$ cat config.mk
export PLATFORM = sky130hd
export DESIGN_NAME = myniosiicpu_cpu_oci_dct_capture
export DESIGN_NICKNAME = d
export VERILOG_FILES = /design/src/rtl/myniosiicpu_cpu_oci_dct_pkg.sv /design/src/rtl/myniosiicpu_cpu_oci_dct_ram.sv /design/src/rtl/myniosiicpu_cpu_oci_dct_capture.sv
export SDC_FILE = /design/constraint.sdc
export NUM_CORES = 1
export LEC_CHECK = 0
export ABC_AREA = 1
export CORE_MARGIN = 2
export CORE_UTILIZATION = 40
export CTS_BUF_LIST = sky130_fd_sc_hd__clkbuf_8
export DETAILED_ROUTE_END_ITERATION = 8
export PLACE_DENSITY = 0.63
export SKIP_LAST_GASP = 1
export SYNTH_ARGS = -nofsm -noshare
export SYNTH_HDL_FRONTEND = slang
export SYNTH_SLANG_ARGS = --single-unit
$ cat constraint.sdc
create_clock -name clk -period 3.4 [get_ports clk]
set_clock_uncertainty 0.05 [all_clocks]
set_input_delay 0.68 -clock clk [delete_from_list [all_inputs] [get_ports clk]]
set_output_delay 0.68 -clock clk [all_outputs]
set_load 0.005 [all_outputs]
$ cat src/rtl/myniosiicpu_cpu_oci_dct_pkg.sv
// Shared types and helpers for the OCI DCT trace capture buffer.
// State encodings and the entry-count width function.
package myniosiicpu_cpu_oci_dct_pkg;

  typedef logic [1:0] state_t;

  localparam state_t CAPTURE = 2'd0;
  localparam state_t DRAIN   = 2'd1;
  localparam state_t DONE    = 2'd2;

  function automatic int cnt_w(input int depth);
    return $clog2(depth + 1);
  endfunction

endpackage

$ cat src/rtl/myniosiicpu_cpu_oci_dct_ram.sv
// Trace word storage: one registered write port, one async read port.
// Contents are never cleared; validity is tracked by the owner.
module myniosiicpu_cpu_oci_dct_ram #(
  parameter int DCT_W = 30,
  parameter int DEPTH = 16,
  parameter int AW    = $clog2(DEPTH)
) (
  input  logic             clk,
  input  logic             we_i,
  input  logic [AW-1:0]    waddr_i,
  input  logic [DCT_W-1:0] wdata_i,
  input  logic [AW-1:0]    raddr_i,
  output logic [DCT_W-1:0] rdata_o
);

  logic [DCT_W-1:0] mem [DEPTH];

  always_ff @(posedge clk) begin
    if (we_i) mem[waddr_i] <= wdata_i;
  end

  assign rdata_o = mem[raddr_i];

endmodule

$ cat src/rtl/myniosiicpu_cpu_oci_dct_capture.sv
// Circular DCT trace capture buffer: capture, then drain oldest-first.
// Stop-when-full or keep-latest, selected per write by wrap_mode.
module myniosiicpu_cpu_oci_dct_capture
  import myniosiicpu_cpu_oci_dct_pkg::*;
#(
  parameter int DCT_W = 30,
  parameter int DEPTH = 16,
  parameter int CNT_W = cnt_w(DEPTH)
) (
  input  logic             clk,
  input  logic             reset,
  input  logic [DCT_W-1:0] dct_buffer,
  input  logic             dct_valid,
  input  logic             wrap_mode,
  input  logic             test_ending,
  input  logic             rd_ready,
  output logic [DCT_W-1:0] rd_data,
  output logic             rd_valid,
  output logic [CNT_W-1:0] dct_count,
  output logic             overflow,
  output logic             test_has_ended
);

  localparam int AW = $clog2(DEPTH);

  state_t           state_q, state_d;
  logic [AW-1:0]    wr_ptr_q, wr_ptr_d;
  logic [AW-1:0]    rd_ptr_q, rd_ptr_d;
  logic [CNT_W-1:0] count_q, count_d;
  logic             ovf_q, ovf_d;

  logic             full, cap, we, drop, xfer;
  logic [DCT_W-1:0] ram_rdata;

  myniosiicpu_cpu_oci_dct_ram #(
    .DCT_W (DCT_W),
    .DEPTH (DEPTH),
    .AW    (AW)
  ) u_ram (
    .clk     (clk),
    .we_i    (we),
    .waddr_i (wr_ptr_q),
    .wdata_i (dct_buffer),
    .raddr_i (rd_ptr_q),
    .rdata_o (ram_rdata)
  );

  always_ff @(posedge clk) begin
    if (reset) begin
      state_q  <= CAPTURE;
      wr_ptr_q <= '0;
      rd_ptr_q <= '0;
      count_q  <= '0;
      ovf_q    <= 1'b0;
    end else begin
      state_q  <= state_d;
      wr_ptr_q <= wr_ptr_d;
      rd_ptr_q <= rd_ptr_d;
      count_q  <= count_d;
      ovf_q    <= ovf_d;
    end
  end

  always_comb begin
    state_d = state_q;
    unique case (state_q)
      CAPTURE: if (test_ending) state_d = DRAIN;
      DRAIN:   if (count_q == '0) state_d = DONE;
      DONE:    state_d = DONE;
      default: state_d = CAPTURE;
    endcase
  end

  always_comb begin
    rd_valid       = (state_q == DRAIN) && (count_q != '0);
    test_has_ended = (state_q == DONE);
    rd_data        = rd_valid ? ram_rdata : '0;
    dct_count      = count_q;
    overflow       = ovf_q;
  end

  // A full write in wrap mode evicts the oldest entry in the same cycle.
  always_comb begin
    full     = (count_q == CNT_W'(DEPTH));
    cap      = (state_q == CAPTURE);
    we       = cap && dct_valid && (!full || wrap_mode);
    drop     = cap && dct_valid && full;
    xfer     = rd_valid && rd_ready;
    wr_ptr_d = we ? wr_ptr_q + AW'(1) : wr_ptr_q;
    rd_ptr_d = (xfer || (we && full)) ? rd_ptr_q + AW'(1) : rd_ptr_q;
    ovf_d    = ovf_q || drop;
    count_d  = count_q;
    unique case (1'b1)
      we && !full: count_d = count_q + CNT_W'(1);
      xfer:        count_d = count_q - CNT_W'(1);
      default:     count_d = count_q;
    endcase
  end

endmodule

==> metrics.csv <==
stage;metric;value;unit
power_and_ir_drop;Max VDD drop;0.285;mV
setup_path;critical-path cell list;buf_4 -> buf_16 -> a21oi_2 -> o21ai_1 -> o21ai_0 -> nand2_1 -> nand2_1 -> nor2_1 -> a211oi_2 -> clkdlybuf4s50_1;
setup_path;crit start category;flop;
clocking;Clock H-tree levels;3;
grt;gr ovfl total;0;
setup_path;CP bufs+invs;3;
setup_path;Data required, critical path;2.67;ns
floorplan;die area;53600;sq um
setup_path;Crit. End Element;output pin;
job;Max Cap Viol;0;
grt;Global Route met2 Usage;30.3;%
clocking;clk sink count;500;
setup_path;Largest delay share family, worst path;buffers and inverters;
synthesis;area of the mapped netlist;20700;sq um
outcome;status;finished clean;
detailed_routing;Post-DRT Antenna Nets;0;
place;DP Area;22500;sq um
timing;post-layout min period;3.31;ns
timing;fin. max-slew vios;0;
clocking;Inserted Clock Buffers;78;
clocking;CTS tree;done;
synthesis;Synth Warn #;0;
setup_path;Max stage delay cell, worst path;clkdlybuf4s50_1;
synthesis;post-synthesis register bit count;500;
detailed_routing;residual DRC count;0;
floorplan;Core ar.;51200;sq um
synthesis;Yosys cell types;35;
min_path;min-delay worst type;reg -> reg;
final_layout;commonest non-fill, non-tap cell in the layout;edfxtp_1;
detailed_routing;vias per cell;5.16;
place;post-DP HPWL;26300;microns
synthesis;Post-synth ARST share;0;%
synthesis;Post-synth EDFFs;480;
clocking;maximum clock path buffer count;3;
detailed_routing;vias post-DR;12320;
grt;busiest layer in global routing;met2;
clocking;Root Driver;clkbuf_8;
grt;initial antenna violation count;1;
place;IO buf count;73;
final_layout;post-layout util;47.5;%
grt;GRT Util Overall;17.9;%
floorplan;I/O pin cnt;74;
power_and_ir_drop;Pwr per Cell Area;652;nW/um^2
final_layout;most frequent cells in the layout;edfxtp_1, inv_1, o21ai_0, mux2i_1;
floorplan;Initial Utilization;40.4;%
setup_path;CP arrival;2.58;ns
timing;setup TNS;0;ns
timing;Setup violations, final;0;
detailed_routing;DRT Pass-1 Iters;4;
synthesis;synthesized instance count;1513;
setup_path;CP peak stage delay;0.52;ns
place;placed cells;2233;
place;RD Place Congestion;0.742;
final_layout;share of cells above drive strength 1;14.7;%
detailed_routing;drt wl/cell;20.2;microns
timing;Slew @ Worst Pin;0.615;ns
final_layout;Net count, final;1693;
detailed_routing;DRT Wirelength;48300;microns
grt;GRT met1 Usage;22.5;%
setup_path;critical path fanouts, max;25;
floorplan;die extent in y;232;microns
grt;met3 global-route usage;3.24;%
grt;largest net degree at the start of global routing;65;
grt;first-pass GRT wire length;72200;microns
setup_path;crit path kind;reg -> out;
timing;RSZ-0062 raised after global routing;yes;
timing;final hold violation count;0;
clocking;Clock Latency Late Sink;0.64;ns
clocking;Post-CTS Hold Fix Bufs;0;
final_layout;final instance area;24300;sq um
synthesis;Main synth FF type;edfxtp_1;
final_layout;non-filler cells, final;2388;
setup_path;CP dominant cell by count;nand2_1;
timing;Rel. slew slack;58.9;%
floorplan;DIE WIDTH;232;microns
clocking;clock slew at the register clock pins of the worst setup and hold paths;0.06;ns
synthesis;Avg Cell Area, Syn;13.7;sq um
synthesis;Syn Nets;1560;
timing;fin crit share;97.5;%
power_and_ir_drop;leak pwr;0.00848;uW
floorplan;Rows;83;
final_layout;Layout area overhead;17.5;%
grt;vias in the first global route;12222;
detailed_routing;DRT iter0 DRCs;931;
synthesis;sequential-to-total area share from yosys stat;71.6;%
timing;highest clock rate;0.302;GHz
[state kept, by name (all words and copies together) (netlist names), named ones only]
| signal | cells |
|---|---|
| u_ram.mem | 480 |
| state_q | 2 |
| dct_count | 5 |
| rd_ptr_q | 4 |
| wr_ptr_q | 4 |
| overflow | 1 |
[where the power goes]
part	internal, uW	leakage [uW]	total [uW]	switching (uW)
sequential	7020	0.00449	7130	101
clock	2360	0.000832	4690	2330
combinational	1710	0.00316	4050	2340
total	11100	0.00848	15900	4770
[cell families (layout without fill, tap and decap cells)]
family	Yosys count	after routing	share of synthesized area, %
compound gates	448	448	12.7
flops	500	500	71.6
fa+ha+maj	11	11	0.665
simple gates	193	193	3.69
xor+xnor	1	1	0.0423
mux	120	120	5.80
buf+inv	240	434	5.55
other cells	0	1	0
[stage by stage]
| stage | power (uW) | hold WS, ns | setup slack [ns] |
|---|---|---|---|
| 6_report | 15900 | 0.435 | 0.0864 |
| 4_1_cts | 15900 | 0.437 | -0.181 |
| 3_3_place_gp | 11000 | 0.409 | 0.258 |
| 5_1_grt | 16700 | 0.470 | -0.0944 |
| 3_5_place_dp | 11000 | 0.420 | 0.299 |
| 2_1_floorplan | 9840 | 0.392 | 0.423 |
[cells in the mapped netlist, types with 3 or more instances]
master | count | area share [%]
buf_1 | 11 | 0.20
inv_2 | 6 | 0.11
buf_6 | 18 | 0.98
buf_2 | 15 | 0.36
o21ai_0 | 134 | 3.2
a21oi_2 | 20 | 0.85
ha_1 | 11 | 0.66
nor2_1 | 55 | 1.0
inv_1 | 144 | 2.6
clkbuf_1 | 36 | 0.65
nand2_1 | 119 | 2.2
nand3_1 | 9 | 0.22
a211oi_2 | 30 | 1.8
dfxtp_1 | 20 | 1.9
o211ai_1 | 31 | 1.1
o21ai_1 | 115 | 2.8
nand4_1 | 4 | 0.12
buf_8 | 3 | 0.22
edfxtp_1 | 480 | 70
a21oi_1 | 114 | 2.8
buf_12 | 3 | 0.29
mux2i_1 | 120 | 5.8
[per-layer routing]
layer  vias up  share of wire (%)
met5         -              0.027
met4         2                2.9
met3        90                5.1
met2       294                 50
met1      6130                 42
li1       5804                  -
[timing repair]
action	in CTS	in global routing
cloned	3	4
pin swaps	5	3
setup endpoints to repair	30	19
endpoints found under the hold margin	0	0
gates resized for setup	26	34
buffers inserted	6	0
[final cells by class]
cell class              instances  area (sq um)
diodes                          1          2.50
fillers                      4406         26900
clock buffers                  80          1100
well taps                     680           851
flip-flops and latches        500         14800
repair buffers                142          1760
clock inverters                61           332
inverters                     151           572
multi-input cells             773          4880
[final timing paths]
kind / cells after the start / from / slack, ns / to
hold / removal: 2 / rd_ptr_q[3]$_SDFFE_PP0N_ / 0.44 / rd_ptr_q[3]$_SDFFE_PP0N_
setup reg to reg: 7 / dct_count[1]$_SDFFE_PP0P_ / 1.03 / u_ram.mem[13][12]$_DFFE_PP_
hold reg to reg: 2 / rd_ptr_q[3]$_SDFFE_PP0N_ / 0.44 / rd_ptr_q[3]$_SDFFE_PP0N_
setup / recovery: 10 / flop / 0.09 / rd_data[10]
[worst reg2reg max path, delay by kind of cell (launching register included)]
kind	cells	cell delay, ns
simple gates	6	1.28
flops	1	0.42
buf+inv	1	0.28
Power figures use the tool's default switching activity.
==> variant 1, RTL diff (same settings) <==
`DCT_W` is set to 30 in 2 places; all go to 22.
--- a/src/rtl/myniosiicpu_cpu_oci_dct_ram.sv
+++ b/src/rtl/myniosiicpu_cpu_oci_dct_ram.sv
@@ -3,3 +3,3 @@
 module myniosiicpu_cpu_oci_dct_ram #(
-  parameter int DCT_W = 30,
+  parameter int DCT_W = 22,
   parameter int DEPTH = 16,
--- a/src/rtl/myniosiicpu_cpu_oci_dct_capture.sv
+++ b/src/rtl/myniosiicpu_cpu_oci_dct_capture.sv
@@ -5,3 +5,3 @@
 #(
-  parameter int DCT_W = 30,
+  parameter int DCT_W = 22,
   parameter int DEPTH = 16,
Interface: changed (resized dct_buffer and rd_data); port bits go from 74 to 58. The function was not compared with the original's and may differ.
==> variant 1 against the unedited design <==
- the run now ends with negative setup slack left
- critical endpoint is now rd_data[9]
- sequential cell count down 128
- cell area down 26%
- die area decreased by 25%
- critical path type unchanged
- total power decreased by 27%
- sequential power fell by 25%
- synthesized area is 25% lower
- wire length down 26%
- largest power group unchanged
- setup slack lost 0.091 ns
==> variant 1: results (changes against the unedited design) <==
* Status: complete, but fails checks
* Violated checks: negative setup slack
* Register area share after synthesis at 70.8% (-0.78 points)
* Buffers on Ports at 57 (-22%)
* Routability cong. at 0.750 (+1.1%)
* Layout Nets at 1298 (-23%)
* Hold WC Path Type: reg -> reg
* Initial antenna violation count at 2 (+1)
* CP Max Fanout at 17 (-32%)
* Antenna Cells at 0 (-1)
* Hold slack at 0.419 ns (-0.0162 ns)
* R2r worst-path depth at 9 (+2)
* Final setup viols at 1 (+1)
* Slowest cell delay on critical path at 0.63 ns (+0.11 ns)
* Share of layout cells above drive strength 1 at 14.1% (-0.58 points)
* Yosys cell types at 39 (+11%)
* FFs w/ async S/R, synth at 0% (unchanged)
* CTS root buf: clkbuf_8
* Placed Area at 16800 µm² (-25%)
* CTS Buf Count at 58 (-26%)
* Placed wire-length estimate at 20.0 mm (-24%)
* Reg2reg end: u_ram.mem[7][16]$_DFFE_PP_
* H-tree depth at 2 (-1)
* LEAKAGE at 6.35 nW (-25%)
* Clk pin slew, worst setup/hold paths at 0.06 ns (about the same)
* First-pass iteration count of the detailed router at 5 (+1)
* Worst skew pair latency at 0.60 ns (-0.04 ns)
* Hold Crit Start: rd_ptr_q[3]$_SDFFE_PP0N_
* EDFF count, synth at 352 (-27%)
* First-pass GRT wire length at 54.2 mm (-25%)
* GRT Util Overall at 17.6% (-0.27 points)
* VDD IR-drop max at 356 µV (+25%)
* Wirelength, routed at 35.8 mm (-26%)
* Max reg flops at 352 (-27%)
* Register with the most flip-flops: u_ram.mem
* Drt first-iter violations at 579 (-38%)
* Worst slew margin at 52.3% (-6.6 points)
* Flop2flop setup slack at 1.20 ns (+0.17 ns)
* Via density at 5.11 (-0.98%)
* Yosys warnings at 0 (unchanged)
* Hold Path Cell Cnt at 2 (unchanged)
* CTS max path bufs at 3 (unchanged)
* Hold EP: rd_ptr_q[3]$_SDFFE_PP0N_
* Reg2Reg Launch Point: state_q[0]$_SDFFE_PP0P_
* Number of global-route vias before repair at 9137 (-25%)
* Largest net degree at the start of global routing at 62 (-4.6%)
* Synth cell count leaders: 352 x edfxtp_1, 131 x o21ai_1, 106 x inv_1, 98 x a21oi_1, 94 x nand2_1
* Family with the most delay on the worst path: buffers and inverters
* Final Worst Setup Slack at -0.00474 ns (-0.0912 ns)
* Slowest CP cell: clkdlybuf4s50_1
* Top post-synthesis cells by area: edfxtp_1 68%, mux2i_1 5.7%, o21ai_1 4.2%
variant 1: cell types whose count changed after synthesis, moves of 16 or more:
cell      before  now
mux2i_1      120   88
nand2_1      119   94
o21ai_1      115  131
a21oi_1      114   98
o21ai_0      134   54
a21oi_2       20    4
edfxtp_1     480  352
inv_1        144  106
variant 1: cell type report:
| class | count | area, µm² |
|---|---|---|
| Fill cell | 3424 | 20400 |
| Sequential cell | 372 | 11000 |
| Multi-Input combinational cell | 597 | 3710 |
| Timing Repair Buffer | 111 | 1220 |
| Clock buffer | 62 | 853 |
| Tap cell | 518 | 648 |
| Inverter | 119 | 452 |
| Clock inverter | 42 | 163 |
variant 1: worst max-delay path by stage:
stage / slack [ns] / start / endpoint / depth (start not counted)
global placement: 0.38 / flop / rd_data[20] / 7
finish: -0.005 / state_q[1]$_SDFFE_PP0P_ / rd_data[9] / 6
global route: -0.18 / flop / rd_data[1] / 7
floorplan: 0.80 / dct_valid / u_ram.mem[3][0]$_DFFE_PP_ / 6
detailed placement: 0.37 / flop / rd_data[20] / 7
CTS: -0.1 / flop / rd_data[20] / 7
variant 1: metal layers:
metal  vias to the layer above  GRT usage (%)  routed length [µm]
li1                       4406              -                   -
met1                      4499           24.4               15900
met2                       321           28.4               16700
met3                        75           2.99                2380
met4                         2           5.56                 816
met5                         -              0                  16
variant 1: what timing repair did:
action,CTS,global route
cloned,0,2
pin swaps,5,4
resized for setup,11,16
setup endpoints to repair,22,19
hold buffers,0,0
setup buffers,3,2
variant 1: power breakdown:
group / total, mW / switching (mW) / internal, mW
Sequential: 5.34 / 0.106 / 5.23
Clock: 3.33 / 1.67 / 1.66
Combinational: 2.95 / 1.73 / 1.22
Total: 11.6 / 3.51 / 8.11
variant 1: kinds of logic after synthesis:
family / Yosys count / synth area share (%)
and+or+nand+nor: 161 / 4.30
buffers and inverters: 183 / 5.86
DFF: 372 / 70.8
adders and majority gates: 11 / 0.888
xor gates and xnor gates: 1 / 0.0565
AOI/OAI and AO/OA: 336 / 12.4
muxes: 88 / 5.68
variant 1: worst reg2reg max path, stage by stage, from the launching register on:
cell,delay [ns]
dfxtp_1,0.31
inv_1,0.12
ha_1,0.19
nand2_1,0.10
nor2_4,0.20
inv_2,0.07
nor2_1,0.17
inv_2,0.11
nor2_2,0.08
buf_4,0.41
variant 1: metrics by stage:
step,TNS [ns],worst slack (ns),std cells,util [%]
3_5_place_dp,0,0.375,1710,43.8
3_3_place_gp,0,0.380,1710,43.8
2_1_floorplan,0,0.798,1152,-
5_1_grt,-0.777,-0.183,1821,46.9
4_1_cts,-0.458,-0.0989,1817,46.6
6_report,-0.00474,-0.00474,1821,46.9
==> variant 2, RTL diff (same flow settings) <==
Made on the original files. Compare `count_q` against `CNT_W'(DEPTH)` with >= in place of ==.
--- a/src/rtl/myniosiicpu_cpu_oci_dct_capture.sv
+++ b/src/rtl/myniosiicpu_cpu_oci_dct_capture.sv
@@ -83,3 +83,3 @@
   always_comb begin
-    full     = (count_q == CNT_W'(DEPTH));
+    full     = (count_q >= CNT_W'(DEPTH));
     cap      = (state_q == CAPTURE);
Check against the original RTL: no difference found for any inputs over 4 cycles, from zero or initial values and one cycle with reset high; that may be too few to reach the edited logic, so the function may still have changed.
==> variant 2 against the unedited design <==
- the flow now finishes with violations (negative setup slack)
- sequential share of layout area is 0.32 points lower
- total power is 5.5% higher
- setup slack worse by 0.12 ns
- worst hold slack worse by 0.023 ns
- count of clock-buffer cells in the layout is 2 higher
- sequential cell count stayed put
- cell area is 0.56% higher
- first-iteration DRC count is 47% higher
- synthesized cell count is 5.3% higher
- via count is 8.6% higher
- wire length is 11% higher
- die area is 3.3% lower
- fmax is 3.5% lower
- synthesized area is 3.4% lower
- largest power group unchanged
==> variant 2: results (changes against the unedited design) <==
* Status: complete, but fails checks
* Violated checks: negative setup slack
* Wirelength, routed at 53.7 mm (+11%)
* R2r worst-path depth at 9 (+2)
* First-pass GRT wire length at 77.9 mm (+7.9%)
* GRT Util Overall at 20.3% (+2.4 points)
* Worst slew margin at 56.4% (-2.5 points)
* CTS Buf Count at 80 (+2.6%)
* Initial antenna violation count at 3 (+2)
* Placed Area at 22000 µm² (-2.2%)
* First-pass iteration count of the detailed router at 7 (+3)
* Syn_nets at 1640 (+5.1%)
* Layout Nets at 1796 (+6.1%)
* VDD IR-drop max at 290 µV (+1.8%)
* Compound-cell area share of the yosys netlist at 11.5% (-1.2 points)
* Final setup viols at 4 (+4)
* Synth Area in XOR/XNOR at 0% (-0.042 points)
* Cell Int Power at 11.5 mW (+3.7%)
* Fillers at 4139 (-6.1%)
* Drt first-iter violations at 1369 (+47%)
* Setup TNS at -0.0712 ns (-0.0712 ns)
* Mux share of post-synthesis cell area at 0% (-5.8 points)
* Worst EP arrival at 2.70 ns (+0.12 ns)
* CP Max Fanout at 33 (+32%)
* Mapped Cells at 1593 (+5.3%)
* Final Worst Setup Slack at -0.0338 ns (-0.120 ns)
* Synth Area in Adders at 0.688% (+0.023 points)
* Number of global-route vias before repair at 13138 (+7.5%)
variant 2: cell count changes in the layout (fill, tap and decap cells not counted), moves of 28 or more:
cell / change
nor2_1: +334
mux2i_1: -119
inv_1: -106
a21oi_1: -101
o21ai_0: +57
o32ai_1: +55
o21ai_1: -52
a211oi_2: -30
nand2_1: +28
variant 2: worst max-delay path: stages (launching register included):
cell and delay, ns:
dfxtp_4 0.43, buf_12 0.20, buf_6 0.18, o21ai_0 0.11
o211ai_1 0.16, o21ai_1 0.09, nand2_1 0.07, nand2_1 0.05
a31oi_1 0.21, clkdlybuf4s50_1 0.55
variant 2: power groups by stage:
stage / combinational (mW) / clock [mW] / sequential, mW
2_1_floorplan: 2.50 / 0 / 7.24
3_3_place_gp: 3.76 / 0 / 7.29
3_5_place_dp: 3.83 / 0 / 7.30
5_1_grt: 5.26 / 5.06 / 7.18
4_1_cts: 4.47 / 4.83 / 7.16
6_report: 4.83 / 4.74 / 7.15
variant 2: per-layer routing:
layer  track usage [%]  wire length, µm  vias up
met2              33.7            26100      513
met4              7.99             1540        4
met1              26.4            22100     6623
met5                 0               22        -
li1                  -                -     6138
met3              3.91             3990       96
variant 2: repair_timing:
action / CTS / global route
endpoints found under the setup margin: 30 / 26
gates resized for setup: 52 / 44
cloned: 10 / 8
setup buffers: 14 / 8
pin swaps: 0 / 4
variant 2: cell families (layout without fill, tap and decap cells):
logic type               count (synthesis)  after routing
other                                    0              2
AND/OR/NAND/NOR                        553            553
AO/OA/AOI/OAI                          391            391
adder cells (fa/ha/maj)                 11             11
flip-flops                             500            500
buffers and inverters                  138            357
variant 2: cell type report:
class	instances	area (µm²)	area share [%]
inverter	35	148	0.604
tap	664	831	3.40
timing repair inverter	2	25.0	0.102
multi-input combinational	955	4810	19.7
sequential	500	14800	60.6
timing repair buffer	175	2350	9.63
clock buffer	82	1130	4.61
antenna	2	5.00	0.0205
clock inverter	63	325	1.33
variant 2: worst paths after layout:
check | start | to | slack [ns]
hold reg to reg | rd_ptr_q[3]$_SDFFE_PP0N_ | flop | 0.41
setup / recovery | flop | rd_data[4] | -0.03
setup reg to reg | state_q[1]$_SDFFE_PP0P_ | u_ram.mem[4][5]$_DFFE_PP_ | 1.03
hold / removal | rd_ptr_q[3]$_SDFFE_PP0N_ | flop | 0.41
